[config.mk]
export PLATFORM = sky130hd
export DESIGN_NAME = stim_pulse_scheduler
export DESIGN_NICKNAME = d
export VERILOG_FILES = /design/src/rtl/stim_pkg.sv /design/src/rtl/stim_us_timer.sv /design/src/rtl/stim_pulse_scheduler.sv
export SDC_FILE = /design/constraint.sdc
export NUM_CORES = 1
export LEC_CHECK = 0
export ABC_AREA = 1
export CELL_PAD_IN_SITES_DETAIL_PLACEMENT = 1
export CELL_PAD_IN_SITES_GLOBAL_PLACEMENT = 1
export CORE_MARGIN = 3
export CORE_UTILIZATION = 45
export DETAILED_ROUTE_END_ITERATION = 16
export PLACE_DENSITY = 0.95
export REMOVE_ABC_BUFFERS = 1
export SYNTH_ARGS = -nofsm -noshare
export SYNTH_HDL_FRONTEND = slang
export SYNTH_SLANG_ARGS = --single-unit
[constraint.sdc]
create_clock -name clk -period 6.8 [get_ports clk]
set_input_delay 0.68 -clock clk [delete_from_list [all_inputs] [get_ports clk]]
set_output_delay 0.68 -clock clk [all_outputs]
set_load 0.02 [all_outputs]
[src/rtl/stim_pkg.sv]
// Shared types and helpers for the stimulus pulse scheduler.
package stim_pkg;

    localparam int TW_DEF  = 16;
    localparam int NCH_DEF = 4;

    typedef enum logic [2:0] {
        IDLE,
        REST,
        PRE,
        ANO,
        IPD,
        CAT,
        POST
    } state_e;

    // Isolate the least significant set bit (zero in, zero out).
    function automatic logic [NCH_DEF-1:0] lowest_bit(input logic [NCH_DEF-1:0] v);
        return v & (~v + NCH_DEF'(1));
    endfunction

    // Next allowed cathode strictly above ptr, wrapping to the lowest allowed bit.
    function automatic logic [NCH_DEF-1:0] next_cat(input logic [NCH_DEF-1:0] ptr,
                                                    input logic [NCH_DEF-1:0] mask);
        logic [NCH_DEF-1:0] above;
        logic               seen;
        above = '0;
        seen  = 1'b0;
        for (int i = 0; i < NCH_DEF; i++) begin
            above[i] = seen;
            if (ptr[i]) seen = 1'b1;
        end
        if ((mask & above) != '0) return lowest_bit(mask & above);
        return lowest_bit(mask);
    endfunction

endpackage

[src/rtl/stim_us_timer.sv]
// Microsecond phase timer: a CLK_PER_US prescaler feeding a TW-bit down-counter.
// After a load of N, done_o is high in the last of N*CLK_PER_US cycles, so a
// state entered on the load edge and left on the done edge lasts exactly that long.
// A load of 0 behaves like a load of 1 (one microsecond).
module stim_us_timer #(
    parameter int CLK_PER_US = 10,
    parameter int TW         = 16
) (
    input  logic          clk,
    input  logic          rst_n,
    input  logic          load_i,
    input  logic [TW-1:0] value_i,
    output logic          done_o
);

    localparam int            PW       = (CLK_PER_US > 1) ? $clog2(CLK_PER_US) : 1;
    localparam logic [PW-1:0] PRE_LAST = PW'(CLK_PER_US - 1);
    localparam logic [TW-1:0] CNT_ONE  = TW'(1);

    logic [PW-1:0] pre_q;
    logic [TW-1:0] cnt_q;
    logic          active_q;
    logic          tick;

    assign tick   = (pre_q == PRE_LAST);
    assign done_o = active_q && tick && (cnt_q <= CNT_ONE);

    // Prescaler and microsecond down-counter; a load restarts both.
    always_ff @(posedge clk or negedge rst_n) begin
        if (!rst_n) begin
            pre_q    <= '0;
            cnt_q    <= '0;
            active_q <= 1'b0;
        end else if (load_i) begin
            pre_q    <= '0;
            cnt_q    <= value_i;
            active_q <= 1'b1;
        end else if (active_q) begin
            if (tick) begin
                pre_q <= '0;
                cnt_q <= cnt_q - CNT_ONE;
                if (cnt_q <= CNT_ONE) active_q <= 1'b0;
            end else begin
                pre_q <= pre_q + PW'(1);
            end
        end
    end

endmodule

[src/rtl/stim_pulse_scheduler.sv]
// Biphasic charge-balanced pulse sequencer driving the HS/LS switch matrix and
// current DAC. Config is shadowed at each period boundary; magnitude ramp and
// cathode sweep advance once per completed pulse.
module stim_pulse_scheduler
    import stim_pkg::*;
#(
    parameter int CLK_PER_US = 10,
    parameter int TW         = TW_DEF,
    parameter int NCH        = NCH_DEF
) (
    input  logic           clk,
    input  logic           rst_n,
    input  logic           run,
    input  logic [TW-1:0]  cfg_period_us,
    input  logic [TW-1:0]  cfg_ano_us,
    input  logic [TW-1:0]  cfg_cat_us,
    input  logic [TW-1:0]  cfg_ipd_us,
    input  logic [7:0]     cfg_ext_us,
    input  logic [4:0]     cfg_mag,
    input  logic           cfg_ramp,
    input  logic           cfg_sweep,
    input  logic [NCH-1:0] cfg_ch_ano,
    input  logic [NCH-1:0] cfg_cat_mask,
    output logic           en_st,
    output logic [4:0]     mag_st,
    output logic [NCH-1:0] chsel_hs,
    output logic [NCH-1:0] chsel_ls,
    output logic           busy,
    output logic           pulse_done,
    output logic           cfg_err
);

    state_e          state_q, state_d;
    logic            en_q, en_d;
    logic [4:0]      mag_q, mag_d;
    logic [NCH-1:0]  hs_q, hs_d, ls_q, ls_d;
    logic            busy_q, pulse_done_q, cfg_err_q;
    logic [NCH-1:0]  cat_ptr_q, cat_next;
    logic [4:0]      mag_cur_q, mag_next;

    logic [TW-1:0]   ano_sh, cat_sh, ipd_sh, ext_sh;
    logic [NCH-1:0]  ch_ano_sh;

    logic signed [TW+1:0] live_rest;
    logic [TW-1:0]   rest_val;
    logic [NCH-1:0]  live_allowed;
    logic            live_ok;
    logic            start;

    logic            tmr_load, tmr_done;
    logic [TW-1:0]   tmr_val;
    logic            latch, reject, done_pulse;

    // Rest width of the live config; everything else in the period is fixed phases.
    assign live_rest = $signed({2'b00, cfg_period_us})
                     - $signed({2'b00, cfg_ano_us})
                     - $signed({2'b00, cfg_cat_us})
                     - $signed({2'b00, cfg_ipd_us})
                     - $signed({{(TW-7){1'b0}}, cfg_ext_us, 1'b0});
    assign rest_val     = live_rest[TW-1:0];
    assign live_allowed = cfg_cat_mask & ~cfg_ch_ano;
    assign live_ok      = !live_rest[TW+1] && (live_rest != '0)
                       && (cfg_ano_us != '0) && (cfg_cat_us != '0)
                       && (live_allowed != '0);
    assign start        = (state_q == IDLE);

    // Pointer and magnitude for the period about to begin (used only on latch).
    assign cat_next = (start || !cfg_sweep) ? lowest_bit(live_allowed)
                                            : next_cat(cat_ptr_q, live_allowed);
    assign mag_next = !cfg_ramp ? cfg_mag
                    : start     ? 5'd0
                    : (mag_cur_q < cfg_mag) ? mag_cur_q + 5'd1 : cfg_mag;

    stim_us_timer #(
        .CLK_PER_US (CLK_PER_US),
        .TW         (TW)
    ) u_timer (
        .clk     (clk),
        .rst_n   (rst_n),
        .load_i  (tmr_load),
        .value_i (tmr_val),
        .done_o  (tmr_done)
    );

    // Next state, timer reload for the state being entered, and period-boundary events.
    always_comb begin
        state_d    = state_q;
        tmr_load   = 1'b0;
        tmr_val    = '0;
        latch      = 1'b0;
        reject     = 1'b0;
        done_pulse = 1'b0;
        unique case (state_q)
            IDLE: begin
                if (run) begin
                    if (live_ok) begin
                        state_d  = REST;
                        tmr_load = 1'b1;
                        tmr_val  = rest_val;
                        latch    = 1'b1;
                    end else begin
                        reject = 1'b1;
                    end
                end
            end
            REST: begin
                if (!run) begin
                    state_d = IDLE;
                end else if (tmr_done) begin
                    state_d  = PRE;
                    tmr_load = 1'b1;
                    tmr_val  = ext_sh;
                end
            end
            PRE: begin
                if (tmr_done) begin
                    state_d  = ANO;
                    tmr_load = 1'b1;
                    tmr_val  = ano_sh;
                end
            end
            ANO: begin
                if (tmr_done) begin
                    tmr_load = 1'b1;
                    if (ipd_sh != '0) begin
                        state_d = IPD;
                        tmr_val = ipd_sh;
                    end else begin
                        state_d = CAT;
                        tmr_val = cat_sh;
                    end
                end
            end
            IPD: begin
                if (tmr_done) begin
                    state_d  = CAT;
                    tmr_load = 1'b1;
                    tmr_val  = cat_sh;
                end
            end
            CAT: begin
                if (tmr_done) begin
                    state_d  = POST;
                    tmr_load = 1'b1;
                    tmr_val  = ext_sh;
                end
            end
            POST: begin
                if (tmr_done) begin
                    done_pulse = 1'b1;
                    if (run && live_ok) begin
                        state_d  = REST;
                        tmr_load = 1'b1;
                        tmr_val  = rest_val;
                        latch    = 1'b1;
                    end else begin
                        state_d = IDLE;
                        reject  = run;
                    end
                end
            end
            default: state_d = IDLE;
        endcase
    end

    // Output values for the state being entered, so they land in its first cycle.
    always_comb begin
        en_d  = (state_d != IDLE) && (state_d != REST);
        mag_d = (state_d == IDLE) ? 5'd0 : (latch ? mag_next : mag_cur_q);
        hs_d  = '0;
        ls_d  = '0;
        if (state_d == ANO) begin
            hs_d = ch_ano_sh;
            ls_d = cat_ptr_q;
        end else if (state_d == CAT) begin
            hs_d = cat_ptr_q;
            ls_d = ch_ano_sh;
        end
    end

    // Shadow config captured only at period boundaries.
    always_ff @(posedge clk) begin
        if (latch) begin
            ano_sh    <= cfg_ano_us;
            cat_sh    <= cfg_cat_us;
            ipd_sh    <= cfg_ipd_us;
            ext_sh    <= TW'(cfg_ext_us);
            ch_ano_sh <= cfg_ch_ano;
        end
    end

    // FSM state, registered outputs, ramp/sweep state and sticky config error.
    always_ff @(posedge clk or negedge rst_n) begin
        if (!rst_n) begin
            state_q      <= IDLE;
            en_q         <= 1'b0;
            mag_q        <= '0;
            hs_q         <= '0;
            ls_q         <= '0;
            busy_q       <= 1'b0;
            pulse_done_q <= 1'b0;
            cfg_err_q    <= 1'b0;
            cat_ptr_q    <= '0;
            mag_cur_q    <= '0;
        end else begin
            state_q      <= state_d;
            en_q         <= en_d;
            mag_q        <= mag_d;
            hs_q         <= hs_d;
            ls_q         <= ls_d;
            busy_q       <= (state_d != IDLE);
            pulse_done_q <= done_pulse;
            if (latch) begin
                cat_ptr_q <= cat_next;
                mag_cur_q <= mag_next;
                cfg_err_q <= 1'b0;
            end else if (reject) begin
                cfg_err_q <= 1'b1;
            end
        end
    end

    assign en_st      = en_q;
    assign mag_st     = mag_q;
    assign chsel_hs   = hs_q;
    assign chsel_ls   = ls_q;
    assign busy       = busy_q;
    assign pulse_done = pulse_done_q;
    assign cfg_err    = cfg_err_q;

    // A channel must never be tied to both rails at once.
    a_no_shoot_through: assert property (@(posedge clk) disable iff (!rst_n)
                                         (chsel_hs & chsel_ls) == '0);

endmodule

Yosys cells after proc, flatten, opt, wreduce, memory -nomap -nowiden
Cells that the tools add are included.

storage, ports and cells
  bits in registers = 110
  word-level logic and storage cells = 136

cells by class
  $add $sub $neg = 9
  magnitude comparators = 2
  equal/unequal tests = 10
  muxes and demuxes = 65
  bitwise operators = 7
  reductions and logical operators = 25

operators with widths
  kind                   count
  $mux 16                11
  $pmux 16 s7            1
  $reduce_bool 16->1     3
  $mux 4                 10
  $mux 3                 9
  $mux 5                 5
  $mux 1                 23
  $pmux 3 s7             1
  $reduce_bool 18->1     1
  $sub 17x17->18         1
  $sub 18x10->18         1
  $sub 18x17->18         1
  $sub 16x16->17         1
  $and 4x4->4            4
  $le 16x1->1 const B    1
  $mux 8                 2
  $sub 16x1->16 const B  1
  $add 4x1->4 const B    3
  $eq 3x3->1 const B     4
  $not 4->4              3
  $eq 3x2->1 const B     3
  $logic_and 1x1->1      8
  $reduce_bool 4->1      2
  $logic_not 3->1        2
  13 further kinds       17

Depth between registers and ports, before layout
  depth in word-level cells = 16
  mapped depth = 35
  depth with buffers taken out = 34

By module
Synthesis repeated with hierarchy kept, for this count alone.

second synthesis, totals
  cells, all modules = 1049
  area, all modules = 8326.7 um^2

modules (own cells, without submodules)
  module                instances  cells each  area each (um^2)  sequential area each (um^2)
  stim_pulse_scheduler  1          816         6781.5            2527.4
  stim_us_timer         1          233         1545.2            525.5

Worst setup path before layout
Ideal clock, no wire load.

  path kind = input port to flip-flop
  start = input cfg_period_us[0]
  end = register mag_q[1] (netlist: mag_st[1])
  arrival = 5.483 ns
  required time = 6.675 ns
  path slack = 1.192 ns
  stages on the path = 31
  buffers on the path = 1
  cells stage by stage = inv_1 ha_1 fa_1 inv_1 nand3_1 nand2_1 a21oi_1 o21ai_0 nand2_1 nand2_1 a21oi_1 o21ai_0 nand3_1 nand2_1 xor2_1 fa_1 inv_1 ha_1 a21oi_1 o21ai_0 a21oi_1 nand2_1 nand2_1 nand2_1 nand3_1 nor2_1 nor2_2 buf_2 o211ai_1 nand2_1 nor2_1

between the ends
  cells in the longest elaborated chain, start to end = 15

RTL lines
  item                                                   line                         RTL
  start: declaration                                     stim_pulse_scheduler.sv:14   input logic [TW-1:0] cfg_period_us,
  $sub 16x16->17 (*)                                     stim_pulse_scheduler.sv:56   - $signed({2'b00, cfg_ano_us})
  $sub 17x17->18 (*)                                     stim_pulse_scheduler.sv:57   - $signed({2'b00, cfg_cat_us})
  $sub 18x17->18 (*)                                     stim_pulse_scheduler.sv:58   - $signed({2'b00, cfg_ipd_us})
  $sub 18x10->18 (*)                                     stim_pulse_scheduler.sv:59   - $signed({{(TW-7){1'b0}}, cfg_ext_us, 1'b0});
  $reduce_bool 18->1 or $logic_not 1->1 (tied branches)  stim_pulse_scheduler.sv:62   assign live_ok = !live_rest[TW+1] && (live_rest != '0)
  $logic_and 1x1->1 (*)                                  stim_pulse_scheduler.sv:62
  $logic_and 1x1->1 (*) (2 in series)                    stim_pulse_scheduler.sv:63   && (cfg_ano_us != '0) && (cfg_cat_us != '0)
  $logic_and 1x1->1 (*)                                  stim_pulse_scheduler.sv:64   && (live_allowed != '0);
  $logic_and 1x1->1                                      stim_pulse_scheduler.sv:151  if (run && live_ok) begin
  $mux 1                                                 stim_pulse_scheduler.sv:151
  $mux 3 or $mux 1 (tied branches)                       stim_pulse_scheduler.sv:149  if (tmr_done) begin
  $pmux 3 s7 or $pmux 1 s2 (tied branches)               stim_pulse_scheduler.sv:93   unique case (state_q)
  $logic_not 3->1 or $mux 5 (tied branches)              -
  $mux 5 (*)                                             stim_pulse_scheduler.sv:169  mag_d = (state_d == IDLE) ? 5'd0 : (latch ? mag_next : mag_cur_q);
  named net mag_d[1]                                     stim_pulse_scheduler.sv:35   logic [4:0] mag_q, mag_d;
  end signal: assignment                                 stim_pulse_scheduler.sv:208  mag_q <= mag_d;
  end: declaration                                       stim_pulse_scheduler.sv:35

The timed path passes the listed nets; every way through them passes the cells marked *.
A chain may end at the register's enable or synchronous reset.

Final worst setup path
  start = input cfg_period_us[0]
  end = register u_timer.pre_q[3]

between the ends
  cells in the longest elaborated chain, start to end = 14

RTL lines
  item                                                   line                         RTL
  $sub 16x16->17 (*)                                     stim_pulse_scheduler.sv:56
  $sub 17x17->18 (*)                                     stim_pulse_scheduler.sv:57
  $sub 18x17->18 (*)                                     stim_pulse_scheduler.sv:58
  $sub 18x10->18 (*)                                     stim_pulse_scheduler.sv:59
  $reduce_bool 18->1 or $logic_not 1->1 (tied branches)  stim_pulse_scheduler.sv:62
  $logic_and 1x1->1 (*)                                  stim_pulse_scheduler.sv:62
  $logic_and 1x1->1 (*) (2 in series)                    stim_pulse_scheduler.sv:63
  $logic_and 1x1->1 (*)                                  stim_pulse_scheduler.sv:64
  $logic_and 1x1->1                                      stim_pulse_scheduler.sv:151
  $mux 1                                                 stim_pulse_scheduler.sv:151
  $mux 1                                                 stim_pulse_scheduler.sv:149
  $pmux 1 s4 (*)                                         stim_pulse_scheduler.sv:93
  $mux 4 or $reduce_bool 2->1 (tied branches)            -
  end signal: assignment                                 stim_us_timer.sv:44          pre_q <= pre_q + PW'(1);
  end: declaration                                       stim_us_timer.sv:20          logic [PW-1:0] pre_q;

Every way passes the cells marked *; elsewhere a longest branch is shown, timed or not.

==> flow_summary.toml <==
[worst_setup_path]
cp-start-kind = "input pin"
cp_max_fo = 12
crit_start = "cfg_period_us[0]"
crit_slowest_cell = "clkdlybuf4s50_1"
arrival_ns = 6.66
path_class = "input pin to register"
rr_startpoint = "u_timer.cnt_q[0]$_DFFE_PN0P_"
reg2reg_slack_ns = 3.01
critPathRequiredTime_ns = 7.11
cpPeakStageDelay_ns = 0.49
setup.worst_path.end_class = "register"
reg2reg_depth = 16
critPathMostFrequentCell = "nand2_1"
r2r-end = "u_timer.cnt_q[10]$_DFFE_PN0P_"

[place]
dp_slack_ns = 0.162
dp_hpwl_mm = 23.5
place.gp.congestion = 0.915
port_buffers = 106
post_dp_cell_area_um2 = 9470

[synthesis]
ys_warn_count = 0
synth_area_um2 = 8140
ys.flop_type = "edfxtp_1"
syn_inst = 1033
synthArstFlopShare_pct = 45.5
synth-edff-count = 60
ys_ff_latch = 110
yosys-top-cells-count = "nand2_1 (247), inv_1 (201), nand3_1 (101)"
synthDominantCellAreaShare_pct = 22.1
synth_most_common_cell = "nand2_1"
synth_area_per_cell_um2 = 7.88
yosysSeqAreaShare_pct = 37.5
synthTopCellsByArea = "edfxtp_1 (22%), dfrtp_1 (15%), nand2_1 (11%)"
yosys.area.top_type = "edfxtp_1"
yosysUniqueCellTypes = 49

[timing]
hold_violations = 0
worst_slack_ns = 0.457
setup_viol_count_final = 0
fmax_mhz = 158
finClkSkew_ns = 0.0113
slew_violations = 0
rsz0062_at_grt = "no"
period_share_pct = 93.3
setup_tns_ns = 0
slew_headroom_pct = 23.7
hold_slack_ns = 0.405
tightest_slew_ns = 1.14
post-route-min-period_ns = 6.34

[clocking]
cts_root_buffer = "clkbuf_16"
cts_tree = "built"
clkTransAtPathRegs_ns = 0.08
htreeDepth = 3
numCtsBuffers = 9
clk_path_buf_depth = 2
clock_sinks = 110
clk_latency_ns = 0.37

[power_and_ir_drop]
power_density_nw_per_um2 = 259
p_leak_nw = 4.67
vdd_drop_max_mv = 0.134

[global_routing]
grt_pass1_vias = 8730
grt_max_degree = 52
grt.total_usage_pct = 29.9
antenna_found_initial = 0
overflow = 0
grt_pass1_wl_mm = 46.3

[detailed_routing]
drt_iter0_drc = 835
wl_per_cell_um = 21.3
route.detailed.drc = 0
drt_wl_total_mm = 29.4
vias = 7969
viasPerCell = 5.79
dr.pass1.iters = 6
ant_nets = 0

[floorplan]
die-height_um = 140
start_util_pct = 46.6
core_area_um2 = 17500
ios = 107
rows = 48
die_area_um2 = 19700
die_w_um = 140

[run_status]
status = "completed"

[cells_and_area]
diodes = 0
fin_nets = 1311
finalInstanceArea_um2 = 9770
drive_above_1_share_pct = 4.00
post-route-util_pct = 55.9
synthToLayoutAreaGrowth_pct = 20.0

[flow_run]
drv_cap = 0

[hold_path]
worstHoldPathType = "input pin to asynchronous set/reset pin"
## routing by layer
layer	track usage, %	wire length [µm]	vias up
met5	0	0	-
met4	13.2	1330	0
met3	4.78	1840	104
met2	53.0	15000	360
met1	35.8	11200	3938
li1	-	-	3567
## worst max path at each step
stage                                        end  slack [ns]
detailed placement  u_timer.pre_q[2]$_DFFE_PN0P_        0.16
global placement    u_timer.pre_q[2]$_DFFE_PN0P_        0.61
global route        u_timer.pre_q[2]$_DFFE_PN0P_        0.12
floorplan                    mag_st[2]$_DFF_PN0_        0.12
CTS                 u_timer.pre_q[2]$_DFFE_PN0P_        0.46
finish              u_timer.pre_q[3]$_DFFE_PN0P_        0.46
## stage by stage
stage | cells | total power, mW
final | 1376 | 2.53
after global routing | 1376 | 2.68
after CTS | 1376 | 2.50
after detailed placement | 1360 | 1.93
after global placement | 1360 | 1.83
after floorplan | 1020 | 1.53
## kinds of logic after synthesis
family / after synthesis / synth area share [%]
compound gates: 116 / 8.90
xor+xnor: 34 / 3.66
fa+ha+maj: 75 / 13.7
buf+inv: 217 / 10.6
flops: 110 / 37.5
simple gates: 481 / 25.6
## placed cells by master, fill, tap and decap left out, types with 2 or more instances in the layout
| cell | Yosys | layout |
|---|---|---|
| clkbuf_16 | 0 | 9 |
| inv_1 | 201 | 201 |
| nand4_1 | 16 | 16 |
| nor2_4 | 1 | 2 |
| a21oi_1 | 41 | 41 |
| nand2_2 | 2 | 2 |
| buf_4 | 1 | 8 |
| inv_8 | 0 | 2 |
| o21ai_0 | 44 | 43 |
| o21bai_1 | 2 | 2 |
| inv_6 | 0 | 2 |
| nand3b_1 | 6 | 6 |
| nor2_1 | 78 | 78 |
| xor2_1 | 21 | 21 |
| dfrtp_1 | 50 | 50 |
| nand3_1 | 101 | 101 |
| clkinv_4 | 0 | 2 |
| nor3_1 | 11 | 11 |
| xnor2_1 | 13 | 13 |
| o21ai_1 | 2 | 3 |
| clkdlybuf4s50_1 | 0 | 105 |
| nor4_1 | 8 | 8 |
| a32o_1 | 7 | 7 |
| a31oi_1 | 3 | 3 |
| edfxtp_1 | 60 | 60 |
| fa_1 | 24 | 24 |
| o31ai_1 | 2 | 2 |
| or2_2 | 2 | 2 |
| ha_1 | 51 | 51 |
| a22oi_1 | 2 | 2 |
| nand2_1 | 247 | 247 |
| inv_2 | 3 | 3 |
| nor2_2 | 4 | 3 |
## flip-flops by register name, summed over array words and instances (netlist names)
signal and count:
ano_sh 16, busy 1, cat_ptr_q 4, cat_sh 16
cfg_err 1, ch_ano_sh 4, chsel_hs 4, chsel_ls 4
en_st 1, ext_sh 8, ipd_sh 16, mag_cur_q 5
mag_st 5, pulse_done 1, state_q 3, u_timer.active_q 1
u_timer.cnt_q 16, u_timer.pre_q 4
## layout make-up
cell class,count,area [µm²]
clock buffers,9,225
repair buffers,115,1140
inverters,204,766
clock inverters,7,73.8
fillers,2166,7710
multi-input cells,706,4230
flip-flops and latches,110,3050
well taps,225,282
## power by group
part | switching, mW | internal (mW) | total [mW]
clock | 0.299 | 0.262 | 0.561
combinational | 0.776 | 0.406 | 1.18
sequential | 0.0434 | 0.743 | 0.787
## worst max-delay path: cells and delay by family
kind	cells	cell delay (ns)
AND/OR/NAND/NOR	17	1.83
AO/OA/AOI/OAI	6	1.46
XOR/XNOR	1	0.18
adder cells (fa/ha/maj)	4	1.37
buffers and inverters	7	1.12
## what timing repair did
item,in CTS,in global routing
hold buffers,0,0
endpoints found under the setup margin,0,4
gates resized for setup,0,1
buffers inserted,0,0
No activity file was read; power rests on OpenSTA's default activity.
